--- config.mk ---
export PLATFORM = sky130hd
export DESIGN_NAME = mem_burst_ctrl
export DESIGN_NICKNAME = d
export VERILOG_FILES = /design/src/rtl/mem_burst_ctrl.sv
export SDC_FILE = /design/constraint.sdc
export NUM_CORES = 1
export LEC_CHECK = 0
export BUFFER_PORTS_ARGS = -buffer_cell sky130_fd_sc_hd__buf_4
export CAP_MARGIN = 0
export CORE_MARGIN = 8
export CORE_UTILIZATION = 51
export DETAILED_ROUTE_END_ITERATION = 8
export PLACE_DENSITY_LB_ADDON = 0.08
export SETUP_SLACK_MARGIN = 0.02
export SKIP_CTS_REPAIR_TIMING = 1
export SLEW_MARGIN = 40
export SYNTH_ARGS = -nofsm -noshare
export SYNTH_HDL_FRONTEND = slang
export SYNTH_SLANG_ARGS = --single-unit
--- constraint.sdc ---
create_clock -name clk_in -period 3.25 [get_ports clk_in]
set_clock_uncertainty 0.15 [all_clocks]
set_input_delay 0.1625 -clock clk_in [delete_from_list [all_inputs] [get_ports clk_in]]
set_output_delay 0.1625 -clock clk_in [all_outputs]
set_load 0.005 [all_outputs]
--- src/rtl/mem_burst_ctrl.sv ---
// Byte-serial controller between the core and the 8-bit unified RAM: sized loads/stores
// for the LSB, whole-line bursts for the icache, I/O back-pressure and flush handling.
module mem_burst_ctrl #(
    parameter int ADDR_W     = 32,
    parameter int LINE_WORDS = 4
) (
    input  logic                     clk_in,
    input  logic                     rst_in,
    input  logic                     rdy_in,
    input  logic                     clear_in,
    input  logic                     lsb_need,
    input  logic                     lsb_store,
    input  logic [ADDR_W-1:0]        lsb_addr,
    input  logic [31:0]              lsb_data,
    input  logic [1:0]               lsb_size,
    input  logic                     lsb_unsigned,
    output logic                     lsb_val_ready,
    output logic [31:0]              lsb_val,
    input  logic                     icache_need,
    input  logic [ADDR_W-1:0]        icache_addr,
    output logic                     icache_ready,
    output logic [32*LINE_WORDS-1:0] icache_line,
    input  logic [7:0]               mem_din,
    output logic [7:0]               mem_dout,
    output logic [ADDR_W-1:0]        mem_a,
    output logic                     mem_wr,
    input  logic                     io_buffer_full
);

    localparam int LINE_BYTES = 4 * LINE_WORDS;
    localparam int CNT_W      = $clog2(LINE_BYTES) + 1;
    localparam int LINE_W     = 32 * LINE_WORDS;
    localparam logic [CNT_W-1:0] CNT_ONE  = CNT_W'(1);
    localparam logic [CNT_W-1:0] CNT_ZERO = CNT_W'(0);

    typedef enum logic [1:0] {
        IDLE  = 2'd0,
        LOAD  = 2'd1,
        STORE = 2'd2,
        FETCH = 2'd3
    } state_t;

    state_t              state_r;
    logic [CNT_W-1:0]    cnt_r;
    logic [CNT_W-1:0]    total_r;
    logic [ADDR_W-1:0]   base_r;
    logic [31:0]         data_r;
    logic [1:0]          size_r;
    logic                uns_r;
    logic                pend_r;
    logic [LINE_W-1:0]   buf_r;

    logic [CNT_W-1:0]    cap_idx_s;
    logic                cap_en_s;
    logic [LINE_W-1:0]   asm_s;
    logic [CNT_W-1:0]    written_s;
    logic                io_block_s;

    function automatic logic [CNT_W-1:0] size_bytes(input logic [1:0] size);
        logic [CNT_W-1:0] n;
        case (size)
            2'd0:    n = CNT_W'(1);
            2'd1:    n = CNT_W'(2);
            default: n = CNT_W'(4);
        endcase
        return n;
    endfunction

    function automatic logic [31:0] extend_load(input logic [31:0] raw, input logic [1:0] size,
                                                input logic uns);
        logic [31:0] res;
        case (size)
            2'd0:    res = uns ? {24'h000000, raw[7:0]}  : {{24{raw[7]}}, raw[7:0]};
            2'd1:    res = uns ? {16'h0000, raw[15:0]}   : {{16{raw[15]}}, raw[15:0]};
            default: res = raw;
        endcase
        return res;
    endfunction

    function automatic logic [7:0] store_byte(input logic [31:0] data, input logic [1:0] idx);
        logic [7:0] b;
        case (idx)
            2'd0:    b = data[7:0];
            2'd1:    b = data[15:8];
            2'd2:    b = data[23:16];
            default: b = data[31:24];
        endcase
        return b;
    endfunction

    // Byte assembly and store progress; pend_r marks a byte already consumed during a stall.
    always_comb begin
        cap_idx_s = cnt_r - CNT_ONE;
        cap_en_s  = ((state_r == LOAD) || (state_r == FETCH)) && (cnt_r != CNT_ZERO) && !pend_r;
        asm_s     = buf_r;
        for (int i = 0; i < LINE_BYTES; i++) begin
            if (cap_en_s && (cap_idx_s == CNT_W'(i))) begin
                asm_s[8*i +: 8] = mem_din;
            end else begin
                asm_s[8*i +: 8] = buf_r[8*i +: 8];
            end
        end
        if (mem_wr || pend_r) begin
            written_s = cnt_r + CNT_ONE;
        end else begin
            written_s = cnt_r;
        end
        io_block_s = (base_r[17:16] == 2'b11) && io_buffer_full;
    end

    // Main FSM with all outputs registered.
    always_ff @(posedge clk_in) begin
        if (rst_in) begin
            state_r       <= IDLE;
            cnt_r         <= CNT_ZERO;
            total_r       <= CNT_ZERO;
            base_r        <= {ADDR_W{1'b0}};
            data_r        <= 32'h0000_0000;
            size_r        <= 2'd0;
            uns_r         <= 1'b0;
            pend_r        <= 1'b0;
            buf_r         <= {LINE_W{1'b0}};
            lsb_val_ready <= 1'b0;
            lsb_val       <= 32'h0000_0000;
            icache_ready  <= 1'b0;
            icache_line   <= {LINE_W{1'b0}};
            mem_dout      <= 8'h00;
            mem_a         <= {ADDR_W{1'b0}};
            mem_wr        <= 1'b0;
        end else if (!rdy_in) begin
            // Frozen: the byte returned in the first frozen cycle (or the write just made) is
            // remembered so that the resumed burst neither loses nor repeats it.
            mem_wr <= 1'b0;
            if ((state_r != IDLE) && !pend_r) begin
                if (state_r == STORE) begin
                    pend_r <= mem_wr;
                end else begin
                    pend_r <= cap_en_s;
                    buf_r  <= asm_s;
                end
            end
        end else begin
            pend_r        <= 1'b0;
            lsb_val_ready <= 1'b0;
            icache_ready  <= 1'b0;
            case (state_r)
                IDLE: begin
                    mem_wr <= 1'b0;
                    if (!lsb_val_ready && !icache_ready && !clear_in) begin
                        if (lsb_need) begin
                            base_r  <= lsb_addr;
                            data_r  <= lsb_data;
                            size_r  <= lsb_size;
                            uns_r   <= lsb_unsigned;
                            total_r <= size_bytes(lsb_size);
                            cnt_r   <= CNT_ZERO;
                            mem_a   <= lsb_addr;
                            if (lsb_store) begin
                                state_r  <= STORE;
                                mem_dout <= lsb_data[7:0];
                                mem_wr   <= !((lsb_addr[17:16] == 2'b11) && io_buffer_full);
                            end else begin
                                state_r <= LOAD;
                            end
                        end else if (icache_need) begin
                            state_r <= FETCH;
                            base_r  <= icache_addr;
                            total_r <= CNT_W'(LINE_BYTES);
                            cnt_r   <= CNT_ZERO;
                            mem_a   <= icache_addr;
                        end
                    end
                end
                LOAD, FETCH: begin
                    mem_wr <= 1'b0;
                    if (clear_in) begin
                        state_r <= IDLE;
                    end else if (cnt_r == total_r) begin
                        state_r <= IDLE;
                        if (state_r == LOAD) begin
                            lsb_val_ready <= 1'b1;
                            lsb_val       <= extend_load(asm_s[31:0], size_r, uns_r);
                        end else begin
                            icache_ready <= 1'b1;
                            icache_line  <= asm_s;
                        end
                    end else begin
                        buf_r <= asm_s;
                        cnt_r <= cnt_r + CNT_ONE;
                        mem_a <= base_r + ADDR_W'(cnt_r + CNT_ONE);
                    end
                end
                STORE: begin
                    if (written_s == total_r) begin
                        state_r       <= IDLE;
                        lsb_val_ready <= 1'b1;
                        mem_wr        <= 1'b0;
                    end else begin
                        cnt_r    <= written_s;
                        mem_a    <= base_r + ADDR_W'(written_s);
                        mem_dout <= store_byte(data_r, written_s[1:0]);
                        mem_wr   <= !io_block_s;
                    end
                end
                default: begin
                    state_r <= IDLE;
                    mem_wr  <= 1'b0;
                end
            endcase
        end
    end

endmodule

==> out/results.ini, run 1 <==
[power]
p_per_area_mw_per_mm2=494
ir_worst_vdd_v=0.000343
leakage_nw=11.2

[final_layout]
final_nets=2638
final_layout_size_suffix_gt1_share_pct=21.7
area_growth_pct=28.3

[cts]
clk_path_buf_depth=3
path_clk_slew_ps=60
htree_levels=2
clk_latency_ps=560
clock_sinks=410
cts_tree=built
numCtsBuffers=42
cts.root.buffer_cell=clkbuf_16

[synthesis]
synth_edf_count=0
synthMuxAreaShare_pct=16.4
ys_async_sr_fraction_pct=0
synth.cell_area_mm2=0.0195
yosysUniqueCellTypes=84
synth_area_per_cell_um2=9.01
synth_xor_area_share_pct=2.08
syn-num-nets=2301
yosys-top-cells-area=dfxtp_1, mux2i_1, a211oi_1, nor2_1, clkbuf_1
synth_compound_area_share_pct=17.9
synth_top_family_by_area=compound AO/OA/AOI/OAI gates
netlist_instances=2167
synthFlopType=dfxtp_1
yosysSeqAreaShare_pct=42.0
yosys.area.top_type=dfxtp_1
synth_top_area_share_pct=42.0
ys_warn_count=0
yosys.area_share.simple_pct=15.3
ys_seq_elements=410
synth_fa_ha_area_share_pct=1.29

[die]
fp.dieH_um=212
fp.dieArea_mm2=0.0448
dieWidth_um=212
io_pins=318
start_util_pct=51.9
rows=71
core_mm2=0.0377

[setup_path]
cp_num_buf_inv=2
critPathKind=register to register
crit_chain=ha_4 > o2111ai_2 > xnor2_1 > ha_1 > and3_2 > a221oi_4 > buf_4 > buf_4 > nor4_2 > xor2_1 > a221oi_1 > a21oi_1
r2r_setup_slack_ps=160
crit_family=compound AO/OA/AOI/OAI gates
r2r_start=cnt_r[0]$_SDFFE_PP0P_
crit_required_ps=3540
cp.arrival_ps=3380
critPathSlowestCell=dfxtp_2
start_kind=register
ff2ff_path_depth=12
timing.rr.end=mem_a[28]$_SDFFE_PP0P_
cp_slowest_stage_delay_ps=380
cp-end-kind=register
path_max_fanout=8
crit_path_frequent_cell=buf_4

[timing]
hold_viol=10
finalSetupViolations=0
fin_tns_setup_ps=0
max_freq_mhz=324
slew_viol_final=0
hold_slack_ps=-52.8
period_minus_slack_ps=3090
finalWorstSetupSlack_ps=163
relSlewSlack_pct=39.6
rsz0062_at_grt=no
post-route-period-util_pct=95.0
worstMarginPinSlew_ps=905

[routing]
routed_wl_um=59700
firstDrtPassIters=5
top_layer=met5
viasPerCell=5.72
met1Wirelength_um=27300
ant_nets=0
route.detailed.drc=0
drtIter0Drc=1230
vias=17400
wl_per_cell_um=19.6
met2WireLength_um=27700
route.met3.wl_um=3300

[placement]
place_hpwl_um=40100
numPortBuffers=317
pre_cts_ws_ps=-133
gp_congestion=0.933

[flow_run]
cap_violations=0

[worst_hold_path]
min_to=base_r[27]$_SDFFE_PP0P_
whs_path_depth=3
hold_class=input pin to register
worstHoldStart=icache_addr[27]

[grt]
antenna_found_initial=2
grt_pass1_wl_um=90800
grt_use_total_pct=24.9
first_global_vias=16400
overflow=0
grt_max_degree=183

[run_status]
violations=hold timing
run_status=finished with violations

routing by layer:
layer  up-vias  GRT usage, %
met1      8377          34.4
met3        89          3.74
met2       510          39.6
met5         -             0
li1       8454             -
met4         2          7.57
power breakdown:
group / internal, W / switching (W) / leakage (nW)
Clock: 0.00273 / 0.00204 / 0.672
Sequential: 0.00524 / 0.000185 / 3.32
Combinational: 0.000938 / 0.00125 / 7.20
Total: 0.00891 / 0.00347 / 11.2
worst min-delay path: stages:
cell,delay (ps)
buf_4,80
mux2i_1,120
a211oi_1,240
per-stage QoR:
step                hold WS, ps  instance area, µm²  total power, W  utilization, %  cells
floorplan                   148               19600         0.00671               -   2167
global placement            260               22400         0.00750            59.5   2855
detailed placement          268               22500         0.00754            59.6   2858
CTS                        -338               23800          0.0123            63.2   2933
global route               5.83               25100          0.0129            66.5   3047
finish                    -52.8               25100          0.0124            66.5   3048
cell type report:
class | instances | area [µm²]
antenna | 2 | 5.00
clock buffer | 64 | 1240
clock inverter | 11 | 113
fill | 3209 | 12600
inverter | 16 | 60.1
multi-input combinational | 1523 | 10500
sequential | 410 | 8210
tap | 511 | 639
timing repair buffer | 511 | 4240
synth_stat cells, drive strengths merged, types with 5 or more instances:
cell type  number
a31oi           9
o41ai           5
xor2           21
o31ai           9
buf            77
inv            15
nand4          25
a211oi        205
o21ai          54
a221oi         10
o211ai         13
dfxtp         410
nand3          18
nand2b         29
and4            8
and3            6
nor3b           5
nor4           16
mux4            8
clkbuf        141
or3            13
mux2i         295
o211a           9
a21o            8
o21bai         14
o2111ai        14
ha             17
and2            5
xnor2          21
nor2          360
nand2         140
nor3           22
mux2            6
a21oi          91
or4             5
cells in the final DEF, fill, tap and decap left out, types with 14 or more instances in the layout:
cell type      count
a211oi_1         193
a21oi_1           90
buf_4            388
clkbuf_16         42
dfxtp_1          407
dlygate4sd3_1    107
ha_1              16
inv_1             15
mux2i_1          295
nand2_1          139
nand2b_1          29
nand3_1           18
nand4_1           24
nor2_1           358
nor3_1            19
o21ai_0           51
o21bai_2          14
xnor2_1           18
xor2_1            21
worst max path at each step:
stage	startpoint	end	slack (ps)	cells past startpoint
after global routing	mem_wr$_SDFF_PP0_	mem_a[28]$_SDFFE_PP0P_	0.4	11
after floorplan	cnt_r[0]$_SDFFE_PP0P_	mem_a[12]$_SDFFE_PP0P_	20	12
after global placement	cnt_r[1]$_SDFFE_PP0P_	mem_a[19]$_SDFFE_PP0P_	-70	11
final	cnt_r[0]$_SDFFE_PP0P_	mem_a[28]$_SDFFE_PP0P_	160	12
after detailed placement	cnt_r[1]$_SDFFE_PP0P_	mem_a[19]$_SDFFE_PP0P_	-130	11
after CTS	cnt_r[1]$_SDFFE_PP0P_	mem_a[19]$_SDFFE_PP0P_	-160	11
kinds of logic after synthesis:
group,after synthesis
AOI/OAI and AO/OA,486
DFF,410
adders and majority gates,19
and+or+nand+nor,666
xor gates and xnor gates,43
muxes,309
buffers and inverters,234
state kept, by name, summed over array words and instances, names as in the netlist:
name           count
cnt_r              5
data_r            32
buf_r            128
state_r            2
mem_dout           8
pend_r             1
mem_a             32
mem_wr             1
lsb_val_ready      1
icache_ready       1
size_r             2
total_r            4
base_r            32
lsb_val           32
uns_r              1
icache_line      128
Power figures use the tool's default switching activity.
==> run 2: changes to the inputs <==
--- a/config.mk
+++ b/config.mk
@@ -10,6 +10,7 @@
 export CORE_MARGIN = 8
 export CORE_UTILIZATION = 51
 export DETAILED_ROUTE_END_ITERATION = 8
+export MAX_ROUTING_LAYER = met4
 export PLACE_DENSITY_LB_ADDON = 0.08
 export SETUP_SLACK_MARGIN = 0.02
 export SKIP_CTS_REPAIR_TIMING = 1
==> run 2 against run 1 <==
  * The flow still finishes with violations (hold timing)
  * Power rose by 0.31%
  * Design area about the same
  * Sequential power about the same
  * Largest cell class unchanged
  * Largest power group unchanged
==> out/results.ini, run 2 (same netlist as run 1, synthesis figures left out) <==
[run_status]
run_status=finished with violations
violations=hold timing

[final_layout]
final_layout_size_suffix_gt1_share_pct=21.4  ; -0.34 points
post-route-cell-area_mm2=0.0250  ; about the same
area_growth_pct=28.2  ; about the same
fill_cells=3206  ; -0.093%
layout_common_cells=dfxtp_1, buf_4, nor2_1
final_nets=2637  ; -0.038%
multi_input_area_mm2=0.0105  ; about the same
fin_util_pct=66.5  ; about the same
final_common_cell=dfxtp_1
reg.largest.list=buf_r: 128 flops, icache_line: 128 flops
seqCellArea_mm2=0.00822  ; about the same

[timing]
slew_viol_final=0  ; unchanged
max_freq_mhz=325  ; +0.37%
period_minus_slack_ps=3080  ; -11.4 ps
rsz0062_at_grt=no
hold_viol=5  ; -5
hold_slack_ps=-42.1  ; +10.7 ps
worstMarginPinSlew_ps=818  ; -87.0 ps
finalSetupViolations=0  ; unchanged
post-route-period-util_pct=94.6  ; -0.35 points
relSlewSlack_pct=45.4  ; +5.7 points

[setup_path]
start_kind=register
timing.rr.end=mem_a[30]$_SDFFE_PP0P_
path_max_fanout=5  ; -3
crit_required_ps=3560  ; +20 ps
cp-end-kind=register
r2r_setup_slack_ps=170  ; about the same
r2r_start=cnt_r[0]$_SDFFE_PP0P_
critPathKind=register to register
ff2ff_path_depth=10  ; -2
cp.arrival_ps=3380  ; about the same

[grt]
first_global_vias=16400  ; +0.14%
grt_pass1_wl_um=91400  ; +0.67%
antenna_found_initial=4  ; +2
overflow=0  ; unchanged
grt_max_degree=188  ; +2.7%
grt_use_total_pct=25.8  ; +0.97 points

[cts]
cts_tree=built
numCtsBuffers=44  ; +4.8%
clk_path_buf_depth=3  ; unchanged
cts.root.buffer_cell=clkbuf_16
htree_levels=2  ; unchanged
clock_sinks=410  ; unchanged
clk_latency_ps=560  ; about the same
path_clk_slew_ps=60  ; about the same

[power]
ir_worst_vdd_v=0.000516  ; +50%
leakage_nw=11.2  ; -0.11%
p_per_area_mw_per_mm2=496  ; +0.36%

[placement]
placed_cell_area_mm2=0.0224  ; -0.31%
numPortBuffers=317  ; unchanged
place_hpwl_um=39900  ; -0.51%
gp_congestion=0.910  ; -2.5%

[routing]
drtIter0Drc=1128  ; -8.3%
ant_nets=0  ; unchanged
route.detailed.drc=0  ; unchanged
vias=17400  ; +0.046%
firstDrtPassIters=5  ; unchanged
viasPerCell=5.72  ; about the same
wl_per_cell_um=19.6  ; +0.29%
routed_wl_um=59800  ; +0.29%

[worst_hold_path]
worstHoldStart=lsb_addr[20]
hold_class=input pin to register
min_to=mem_a[20]$_SDFFE_PP0P_
whs_path_depth=5  ; +2

[flow_run]
cap_violations=0  ; unchanged

[die]
fp.dieH_um=212  ; unchanged
dieWidth_um=212  ; unchanged
rows=71  ; unchanged
fp.dieArea_mm2=0.0448  ; unchanged
start_util_pct=51.9  ; unchanged
core_mm2=0.0377  ; unchanged
io_pins=318  ; unchanged

==> run 2: area by class of cell <==
type,instances,share of cell area (%)
sequential,410,32.8
tap,511,2.55
inverter,16,0.240
antenna,4,0.0400
multi-input combinational,1523,42.1
clock inverter,8,0.230
timing repair buffer,508,16.8
clock buffer,68,5.28
==> run 2: power breakdown <==
part / internal [W] / switching, W
combinational: 0.000933 / 0.00124
sequential: 0.00524 / 0.000190
clock: 0.00279 / 0.00202
total: 0.00897 / 0.00345
==> run 2: worst max path at each step <==
stage	startpoint	to	slack, ps	depth (start not counted)
2_1_floorplan	cnt_r[0]$_SDFFE_PP0P_	mem_a[12]$_SDFFE_PP0P_	20	12
3_3_place_gp	cnt_r[1]$_SDFFE_PP0P_	mem_a[13]$_SDFFE_PP0P_	-10	10
3_5_place_dp	cnt_r[1]$_SDFFE_PP0P_	mem_a[11]$_SDFFE_PP0P_	-30	11
4_1_cts	cnt_r[1]$_SDFFE_PP0P_	mem_a[11]$_SDFFE_PP0P_	-50	11
5_1_grt	cnt_r[0]$_SDFFE_PP0P_	mem_a[30]$_SDFFE_PP0P_	40	10
6_report	cnt_r[0]$_SDFFE_PP0P_	mem_a[30]$_SDFFE_PP0P_	170	10
==> run 2: stage by stage <==
step | setup WS (ps) | TNS (ps) | std cells | total power, W
after floorplan | 20.4 | 0 | 2167 | 0.00671
after global placement | -9.69 | -13.5 | 2849 | 0.00750
after detailed placement | -32.7 | -70.8 | 2852 | 0.00754
after CTS | -54.2 | -174 | 2928 | 0.0124
after global routing | 43.7 | 0 | 3048 | 0.0129
final | 174 | 0 | 3048 | 0.0124
==> run 2: worst max-delay path, cell delays in order, from the launching register on <==
cell and delay (ps):
dfxtp_2 380, ha_2 210, o21ai_1 120, xnor2_1 250
ha_1 320, and3_2 280, a221oi_4 450, or2_2 180
o311ai_0 130, a211o_1 290, a41o_1 220
==> run 2: routing by layer <==
layer  part of all wire [%]  wire length (µm)  up-vias  global-route usage (%)
met5                      0                 0        -                       -
met4                    2.4              1420        0                    7.74
met3                    6.2              3710       91                    4.58
met2                     46             27600      549                    39.5
met1                     45             27100     8332                    34.6
li1                       -                 -     8468                       -
